[config.mk]
export PLATFORM = sky130hd
export DESIGN_NAME = mem_port_arbiter2
export DESIGN_NICKNAME = d
export VERILOG_FILES = /design/src/rtl/mem_arb_pkg.sv /design/src/rtl/rr_pick2.sv /design/src/rtl/mem_port_arbiter2.sv
export SDC_FILE = /design/constraint.sdc
export NUM_CORES = 1
export LEC_CHECK = 0
export CAP_MARGIN = 20
export CORE_AREA = 3 3 115 117
export DETAILED_ROUTE_END_ITERATION = 16
export DIE_AREA = 0 0 118 120
export PLACE_DENSITY = 0.7
export SLEW_MARGIN = 20
export SYNTH_ARGS = -nofsm -noshare
export SYNTH_HDL_FRONTEND = slang
export SYNTH_SLANG_ARGS = --single-unit
[constraint.sdc]
create_clock -name clk -period 4.1 [get_ports clk]
set_input_delay 0.82 -clock clk [delete_from_list [all_inputs] [get_ports clk]]
set_output_delay 0.82 -clock clk [all_outputs]
set_load 0.01 [all_outputs]
[src/rtl/mem_arb_pkg.sv]
// Shared types and constants for the memory-port arbiters.
package mem_arb_pkg;

  typedef enum logic [1:0] {
    IDLE   = 2'd0,
    BUSY_A = 2'd1,
    BUSY_B = 2'd2
  } arb_state_e;

  localparam logic OWNER_A = 1'b0;
  localparam logic OWNER_B = 1'b1;

endpackage

[src/rtl/rr_pick2.sv]
// Two-way round-robin pick: on a tie the requester not served last wins.
module rr_pick2
  import mem_arb_pkg::*;
(
  input  logic i_req_a,
  input  logic i_req_b,
  input  logic i_last_served,
  output logic o_gnt_vld,
  output logic o_owner
);

  // Single requester wins outright; a tie goes to whoever did not go last.
  always_comb begin
    o_gnt_vld = i_req_a | i_req_b;
    o_owner   = OWNER_A;
    if (i_req_a && i_req_b) o_owner = ~i_last_served;
    else if (i_req_b)       o_owner = OWNER_B;
  end

endmodule

[src/rtl/mem_port_arbiter2.sv]
// Round-robin owner of a single memory port shared by fetch (A) and LSU (B).
// The grant is held until mem_ack or until the watchdog aborts the access.
module mem_port_arbiter2
  import mem_arb_pkg::*;
#(
  parameter int AW      = 32,
  parameter int DW      = 32,
  parameter int TIMEOUT = 16
) (
  input  logic          clk,
  input  logic          rst,
  input  logic          req_a,
  input  logic [AW-1:0] addr_a,
  input  logic [DW-1:0] wdata_a,
  input  logic          we_a,
  output logic          ack_a,
  output logic [DW-1:0] rdata_a,
  input  logic          req_b,
  input  logic [AW-1:0] addr_b,
  input  logic [DW-1:0] wdata_b,
  input  logic          we_b,
  output logic          ack_b,
  output logic [DW-1:0] rdata_b,
  output logic          err,
  output logic          sel,
  output logic          mem_req,
  output logic [AW-1:0] mem_addr,
  output logic [DW-1:0] mem_wdata,
  output logic          mem_we,
  input  logic          mem_ack,
  input  logic [DW-1:0] mem_rdata
);

  localparam int CW = (TIMEOUT > 2) ? $clog2(TIMEOUT) : 1;

  arb_state_e    r_state, w_state_nxt;
  logic          r_last, w_last_nxt;
  logic          r_sel, w_sel_nxt;
  logic [CW-1:0] r_wd_cnt, w_wd_cnt_nxt;

  logic w_busy, w_owner, w_expire, w_done;
  logic w_gnt_vld, w_gnt_owner;
  logic w_other_req;

  rr_pick2 u_pick (
    .i_req_a      (req_a),
    .i_req_b      (req_b),
    .i_last_served(r_last),
    .o_gnt_vld    (w_gnt_vld),
    .o_owner      (w_gnt_owner)
  );

  assign w_busy      = (r_state != IDLE);
  assign w_owner     = (r_state == BUSY_B) ? OWNER_B : OWNER_A;
  assign w_other_req = (w_owner == OWNER_A) ? req_b : req_a;
  assign w_expire    = (r_wd_cnt == CW'(TIMEOUT - 1)) && !mem_ack;
  // A reset cycle kills the in-flight access silently: no ack, no err.
  assign w_done      = w_busy && (mem_ack || w_expire) && !rst;

  // Completion strobes; aborted accesses return zero data.
  always_comb begin
    ack_a   = w_done && (w_owner == OWNER_A);
    ack_b   = w_done && (w_owner == OWNER_B);
    err     = w_done && !mem_ack;
    rdata_a = (ack_a && mem_ack) ? mem_rdata : '0;
    rdata_b = (ack_b && mem_ack) ? mem_rdata : '0;
  end

  // Port steering follows the registered owner; held at zero while idle.
  always_comb begin
    sel       = r_sel;
    mem_req   = w_busy;
    mem_addr  = '0;
    mem_wdata = '0;
    mem_we    = 1'b0;
    if (w_busy) begin
      mem_addr  = r_sel ? addr_b  : addr_a;
      mem_wdata = r_sel ? wdata_b : wdata_a;
      mem_we    = r_sel ? we_b    : we_a;
    end
  end

  // Next-state: grant from idle, hand off directly on completion, count watchdog.
  always_comb begin
    w_state_nxt  = r_state;
    w_last_nxt   = r_last;
    w_sel_nxt    = r_sel;
    w_wd_cnt_nxt = '0;
    case (r_state)
      IDLE: begin
        if (w_gnt_vld) begin
          w_sel_nxt   = w_gnt_owner;
          w_state_nxt = (w_gnt_owner == OWNER_B) ? BUSY_B : BUSY_A;
        end
      end
      BUSY_A, BUSY_B: begin
        if (w_done) begin
          w_last_nxt = w_owner;
          // The finishing requester's req still belongs to this access,
          // so only the other side is considered for the next grant.
          if (w_other_req) begin
            w_sel_nxt   = ~w_owner;
            w_state_nxt = (w_owner == OWNER_A) ? BUSY_B : BUSY_A;
          end else begin
            w_state_nxt = IDLE;
          end
        end else begin
          w_wd_cnt_nxt = r_wd_cnt + CW'(1);
        end
      end
      default: w_state_nxt = IDLE;
    endcase
  end

  // State registers with synchronous reset; B marked last so A wins the first tie.
  always_ff @(posedge clk) begin
    if (rst) begin
      r_state  <= IDLE;
      r_last   <= OWNER_B;
      r_sel    <= OWNER_A;
      r_wd_cnt <= '0;
    end else begin
      r_state  <= w_state_nxt;
      r_last   <= w_last_nxt;
      r_sel    <= w_sel_nxt;
      r_wd_cnt <= w_wd_cnt_nxt;
    end
  end

endmodule
; ---- Word level (Yosys, flattened, before mapping)
; Cells that the tools add are included.
[totals]
output_inout_bits = 134
elab_cells = 57
reg_bits = 8
[op_classes]
addsub = 1
bitwise_logic = 4
n_eq_ne = 6
muxes = 22
n_reduce_logical = 20
[ops]
columns = operator, count
row1 = $mux 32, 6
row2 = $mux 2, 5
row3 = $logic_and 1x1->1, 9
row4 = $mux 1, 9
row5 = $add 4x1->4 const B, 1
row6 = $eq 4x4->1 const B, 1
row7 = $ne 2x2->1 const B, 2
row8 = $pmux 2 s2, 1
row9 = $reduce_and 2->1, 2
row10 = $reduce_and 4->1, 1
row11 = $reduce_bool 2->1, 2
row12 = $not 1->1, 3
row13 = $reduce_or 3->1, 1
row14 = $eq 2x1->1 const B, 1
row15 = $eq 2x2->1 const B, 1
row16 = $logic_not 1->1, 2
row17 = $logic_not 2->1, 1
row18 = $ne 2x1->1 const B, 1
row19 = $pmux 1 s2, 1
row20 = $reduce_or 2->1, 1
row21 = $logic_or 1x1->1, 1
row22 = $or 1x1->1, 1

; ---- Logic depth before layout (Yosys ltp)
; Gate-level depths: netlist of the first run.
[logic_depth]
depth_word = 8
mapped_depth = 7
depth_no_buf = 6

; ---- Cells and area by module
; A second synthesis of the first run with hierarchy kept.
[unflattened]
hier_cells = 275
area_unflattened_um2 = 1931.9
[modules_own_cells]
columns = mod, area_each_um2, cells_per_inst, n_inst, seq_area_each_um2
row1 = mem_port_arbiter2, 1918.1, 273, 1, 160.2
row2 = rr_pick2, 13.8, 2, 1, 0.0

; ---- Worst setup path before layout of the first run
; OpenSTA, ideal clock, no wires.
[synth_timing]
kind = input to output
startpoint = in rst
endpoint = out rdata_a[10]
t_arrival_ps = 1500
n_path_buf = 1
setup_slack_ps = 1780
required_ps = 3280
cell_stages = 4
cell_sequence = nor2_2 > and3_1 > buf_2 > and2_1
[synth_between]
elab_chain_len = 5
[synth_lines]
columns = element, line_no
row1 = "start, declared", mem_port_arbiter2.sv:11  ; input logic rst,
row2 = $logic_not 1->1, mem_port_arbiter2.sv:58  ; assign w_done = w_busy && (mem_ack || w_expire) && !rst;
row3 = $logic_and 1x1->1, mem_port_arbiter2.sv:58
row4 = $logic_and 1x1->1, mem_port_arbiter2.sv:62  ; ack_a = w_done && (w_owner == OWNER_A);
row5 = $logic_and 1x1->1, mem_port_arbiter2.sv:65  ; rdata_a = (ack_a && mem_ack) ? mem_rdata : '0;
row6 = $mux 32, mem_port_arbiter2.sv:65
row7 = "end, declared", mem_port_arbiter2.sv:17  ; output logic [DW-1:0] rdata_a,
; Every way passes these cells.

; ---- Worst setup path after layout of the first run
[layout_timing]
startpoint = in rst
endpoint = out rdata_a[28]
; Same word-level chain as after synthesis.

==> results of run 1 <==
==> registers in the layout (all words and copies together) (netlist names) <==
signal    cells
sel           1
r_wd_cnt      4
r_last        1
r_state       2
==> how the worst max path moves through the flow <==
stage	start	end	slack [ns]	cells after the start
final	rst	rdata_a[28]	0.53	6
after global placement	rst	rdata_b[14]	0.54	6
after floorplan	rst	rdata_a[10]	1.78	4
after CTS	rst	rdata_a[28]	0.53	6
after global routing	rst	rdata_a[20]	0.38	6
after detailed placement	rst	rdata_a[28]	0.53	6
==> report_power, final <==
group          internal (mW)  switching [mW]  total (mW)
Clock                  0.130          0.0420       0.172
Sequential             0.101          0.0588       0.159
Combinational          0.950           0.745        1.69
==> kinds of logic after synthesis <==
family,after synthesis,synth area share
adder cells (fa/ha/maj),4,0.02653
flip-flops,8,0.08488
AND/OR/NAND/NOR,154,0.4065
AO/OA/AOI/OAI,12,0.04775
multiplexers,67,0.3587
XOR/XNOR,2,0.009286
buffers and inverters,27,0.06631
==> final cells by class <==
| type | instances | area (um^2) |
|---|---|---|
| multi-input cells | 239 | 1604 |
| clock buffers | 4 | 78.83 |
| repair buffers | 304 | 3045 |
| flip-flops and latches | 8 | 163.9 |
| fillers | 1259 | 7336 |
| well taps | 172 | 215.2 |
| inverters | 6 | 22.52 |
==> through the flow <==
step / setup slack, ns / util
2_1_floorplan: 1.780 / -
3_3_place_gp: 0.5393 / 0.4052
3_5_place_dp: 0.5272 / 0.4052
4_1_cts: 0.5293 / 0.4115
5_1_grt: 0.3798 / 0.4115
6_report: 0.5252 / 0.4115
==> cells in the final DEF (no fill, tap or decap), drive strengths merged <==
cell type      instances
nand2                  7
clkbuf                 4
a31oi                  1
buf                    4
o31ai                  1
nor3                   1
clkdlybuf4s50        300
xnor2                  1
and3                   2
dfxtp                  8
nor2b                  1
ha                     4
and2                  64
o22a                   1
o21bai                 1
mux2i                 65
o21ai                  3
a21boi                 1
xor2                   1
or2                    1
a22oi                  1
a21oi                  1
inv                    6
nand2b                 2
o311ai                 1
mux2                   2
nor2                  74
nand3                  2
a41o                   1
==> layer usage <==
layer  share of wire  vias up  wire length [um]
met5               0        -                 0
met4           0.016        0               166
met3           0.058       17               607
met2            0.54      111              5677
met1            0.38     1312              4003
li1                -     1472                 -
==> run summary, run 1 <==
status: finished clean
Slew HR: 0.5355
Post-synth top cells: nor2_1 (73), mux2i_1 (65), and2_1 (64)
first-pass GRT wire length: 15,560 um
die area: 0.01416 mm^2
syn_nets: 445
1st-iter DRT viols: 77
launch point of the worst reg-to-reg path: r_state[0]$_SDFFE_PP0P_
Setup CP Type: input pin to primary output
FF+latch count, synth: 8
CTS tree: built
main flop type after synthesis: dfxtp_1
Yosys cell types: 33
non-filler instance count after layout: 733
top cells by area, synth: mux2i_1 (34%), and2_1 (21%), nor2_1 (15%), dfxtp_1 (8.5%), buf_2 (3.4%)
clock root buffer: clkbuf_16
# resized after CTS: 0
I/O pin count: 301
Hold Path Class: flop to flop
area of the mapped netlist: 0.001887 mm^2
total CTS buffers: 3
row count: 41
global-route track usage on met1: 0.1523
core area: 0.01247 mm^2
Worst Hold Endpoint: r_wd_cnt[0]$_SDFF_PP0_
Pwr per Cell Area: 394.9 mW/mm^2
CP most frequent cell: clkdlybuf4s50_1
WL per Instance: 14.26 um
fraction of registers with async set/reset: 0
critical path's top delay family: buffers and inverters
count of buffer and inverter cells on the critical path: 3
Area Overhead vs Synth: 171.9%
Worst-Margin Slew: 0.6967 ns
overall power: 2.026 mW
vias after detailed routing: 2,912
CP startpoint kind: input pin
Global Route Usage Sum: 0.1327
met2 Use GR: 0.2537
RSZ-0062 raised after global routing: false
Chip Width: 118 um
area leader, netlist: mux2i_1
period utilization: 0.8719
reg2reg setup slack: 2.12 ns
Post-DP Area: 0.005051 mm^2
Syn Inst Count: 274
WHS: 0.4460 ns
number of max-cap violations: 0
top-count cell post-synth: nor2_1
met3 GRT Util: 0.02545
CP Cell Sequence: clkdlybuf4s50_1 -> nor2_2 -> and3_1 -> buf_4 -> and2_1 -> clkdlybuf4s50_1
number of hold buffers added after cts: 0
initial antenna violation count: 0
hold wc startpoint: r_wd_cnt[0]$_SDFF_PP0_
Final Instance Area: 0.005130 mm^2
Mapped Avg Cell Area: 6.886 um^2
yosys warns: 0
Worst Hold Path Cells: 1
Initial Utilization: 0.1514
Max IR drop VDD: 0.0004582 V
DRC viols: 0
setup bufs post-CTS: 0
critical path's slowest cell: clkdlybuf4s50_1
final setup fails: 0
max-slew violations: 0
CTS H-tree depth: 1
CP required: 3.28 ns
largest net degree at the start of global routing: 70
vias in the first global route: 2,954
Setup TNS: 0 ns
WL final: 10,460 um
vias per inst: 3.973
sequential area share after synthesis: 0.08488
Achievable Freq: 279.7 MHz
CP endpoint kind: primary output
DP HPWL: 8941 um
clock latency on the worst-skew pair: 0.24 ns
Worst-path clk slew: 0.04 ns
worst reg2reg path depth: 6
worst-case clock skew: 0.004840 ns
CP peak stage delay: 0.57 ns
Synth top area share: 0.3448
clock buffer depth: 2
GRT Residual Overflow: 0
Nets: 733
Leak: 1.872 nW
DR pass1 iterations: 4
clock sink total: 8
die span in y: 120 um
post-layout min period: 3.575 ns
diode count: 0
worst endpoint data arrival time: 2.75 ns
# placed instances: 729
Port Buf Inserts: 300
GRT Max-Usage Layer: met2
GPL Wtd Cong: 0.8461
Max FO, Critical Path: 32
RR Endpoint: sel$_SDFFE_PP0P_
ANT nets after route: 0
Hold Vio Cnt, Final: 0
number of synthesized flops with an enable pin: 0
share of cells above drive strength 1: 0.02317
No activity file was read; power rests on OpenSTA's default activity.
==> inputs of run 2 (changes only) <==
GPL_TIMING_DRIVEN = 1   (was not set)
==> results of run 2 <==
Same layout as run 1: the final DEF is identical, and so are final timing and power.
==> inputs of run 3 (changes only) <==
ABC_CLOCK_PERIOD_IN_PS = 4100   (was not set)
PLACE_DENSITY = 0.71   (was 0.7)
==> run 3 against run 2 <==
  * Clock skew rose by 0.00062 ns
  * Non-clock buffer count rose by 2
  * First-iteration DRC count rose by 21%
  * Global-route usage rose by 0.46 points
  * Sequential share of layout area barely moved
  * Final area barely moved
  * Critical path type unchanged
  * Critical endpoint is now rdata_a[5]
  * Largest power group unchanged
==> run summary, run 3 (same netlist as run 1, synthesis figures left out) <==
period utilization: 0.8760 (+0.004117)
final setup margin: 0.5084 ns (-0.01688 ns)
GPL Wtd Cong: 0.8453 (about the same)
post-layout min period: 3.592 ns (+0.01688 ns)
most frequent cells in the layout: clkdlybuf4s50_1 (300), nor2_1 (73), mux2i_1 (65), and2_1 (64)
Worst-Margin Slew: 0.6956 ns (-0.001090 ns)
vias per inst: 3.958 (-0.37%)
final setup fails: 0 (unchanged)
core area: 0.01247 mm^2 (unchanged)
die span in y: 120 um (unchanged)
Initial Utilization: 0.1514 (unchanged)
clock buffer depth: 2 (unchanged)
vias in the first global route: 3,033 (+2.7%)
RSZ-0062 raised after global routing: false
largest net degree at the start of global routing: 70 (unchanged)
worst endpoint data arrival time: 2.77 ns (+0.02 ns)
setup bufs post-CTS: 0 (unchanged)
I/O pin count: 301 (unchanged)
Chip Width: 118 um (unchanged)
number of max-cap violations: 0 (unchanged)
ANT nets after route: 0 (unchanged)
CP required: 3.28 ns (about the same)
Area Overhead vs Synth: 172.0% (about the same)
total CTS buffers: 3 (unchanged)
CP endpoint kind: primary output
DRC viols: 0 (unchanged)
vias after detailed routing: 2,909 (-0.10%)
clock sink total: 8 (unchanged)
overall power: 2.022 mW (-0.20%)
DP HPWL: 9145 um (+2.3%)
status: finished clean
Hold Path Class: flop to flop
Post-Place Setup Slack: 0.5341 ns (+0.006925 ns)
# placed instances: 731 (+0.27%)
clock root buffer: clkbuf_16
worst-case clock skew: 0.005465 ns (+0.0006242 ns)
1st-iter DRT viols: 93 (+21%)
CP startpoint kind: input pin
max-slew violations: 0 (unchanged)
first-pass GRT wire length: 16,010 um (+2.9%)
Max IR drop VDD: 0.0003601 V (-21%)
Nets: 735 (+0.27%)
top flop regs: r_wd_cnt (4), r_state (2)
non-filler instance count after layout: 735 (+0.27%)
diode count: 0 (unchanged)
DR pass1 iterations: 4 (unchanged)
Global Route Usage Sum: 0.1373 (+0.004598)
Achievable Freq: 278.4 MHz (-0.47%)
max reg flops: 4 (unchanged)
GRT Residual Overflow: 0 (unchanged)
number of hold buffers added after cts: 0 (unchanged)
# resized after CTS: 0 (unchanged)
row count: 41 (unchanged)
share of cells above drive strength 1: 0.02664 (+0.003470)
commonest non-fill, non-tap cell in the layout: clkdlybuf4s50_1
clock latency on the worst-skew pair: 0.23 ns (about the same)
WL per Instance: 14.38 um (+0.82%)
WL final: 10,570 um (+1.1%)
CTS H-tree depth: 1 (unchanged)
Leak: 1.880 nW (+0.40%)
Slew HR: 0.5362 (+0.0007270)
Pwr per Cell Area: 393.9 mW/mm^2 (-0.25%)
Max FO, Critical Path: 32 (unchanged)
Port Buf Inserts: 300 (unchanged)
Setup CP Type: input pin to primary output
Hold Vio Cnt, Final: 0 (unchanged)
Worst-path clk slew: 0.04 ns (about the same)
CTS tree: built
initial antenna violation count: 0 (unchanged)
Top reg by flops: r_wd_cnt
Setup TNS: 0 ns (unchanged)
Fill cells: 1,269 (+0.79%)
die area: 0.01416 mm^2 (unchanged)
run 3: cell types whose count changed in the layout (fill, tap and decap cells not counted):
cell	delta
buf_4	+3
buf_12	-1
run 3: through the flow:
stage                     area [um^2]  hold WS [ns]    util
after detailed placement         5054        0.4482  0.4054
final                            5132        0.4540  0.4117
after global routing             5132        0.4824  0.4117
after floorplan                  1887        0.4179       -
after CTS                        5132        0.4576  0.4117
after global placement           5054        0.4273  0.4054
run 3: final timing paths:
kind,slack [ns],cells past startpoint,startpoint,endpoint
worst min-delay path,0.45,1,r_wd_cnt[0]$_SDFF_PP0_,r_wd_cnt[0]$_SDFF_PP0_
worst max register to register,2.08,6,r_state[0]$_SDFFE_PP0P_,sel$_SDFFE_PP0P_
worst max-delay path,0.51,6,rst,rdata_a[5]
worst min register to register,0.45,1,r_wd_cnt[0]$_SDFF_PP0_,r_wd_cnt[0]$_SDFF_PP0_
run 3: layout make-up:
class	count	area (um^2)	area share
repair buffers	306	3048	0.5939
multi-input cells	239	1604	0.3125
well taps	172	215.2	0.04193
flip-flops and latches	8	163.9	0.03194
clock buffers	4	78.83	0.01536
inverters	6	22.52	0.004388
run 3: critical path: stages:
cell and delay (ns):
clkdlybuf4s50_1 0.55, nor2_2 0.22, and3_1 0.18, buf_4 0.26
and2_1 0.18, clkdlybuf4s50_1 0.55
run 3: power by group:
part	total, mW	internal, mW	switching [mW]
Clock	0.167	0.130	0.0379
Combinational	1.66	0.951	0.706
Sequential	0.198	0.100	0.0973
run 3: metal layers:
metal / vias up / track usage / share of wire
li1: 1476 / - / -
met1: 1318 / 0.1601 / 0.40
met2: 103 / 0.2637 / 0.54
met3: 12 / 0.02403 / 0.045
met4: 0 / 0.02491 / 0.013
met5: - / 0 / 0
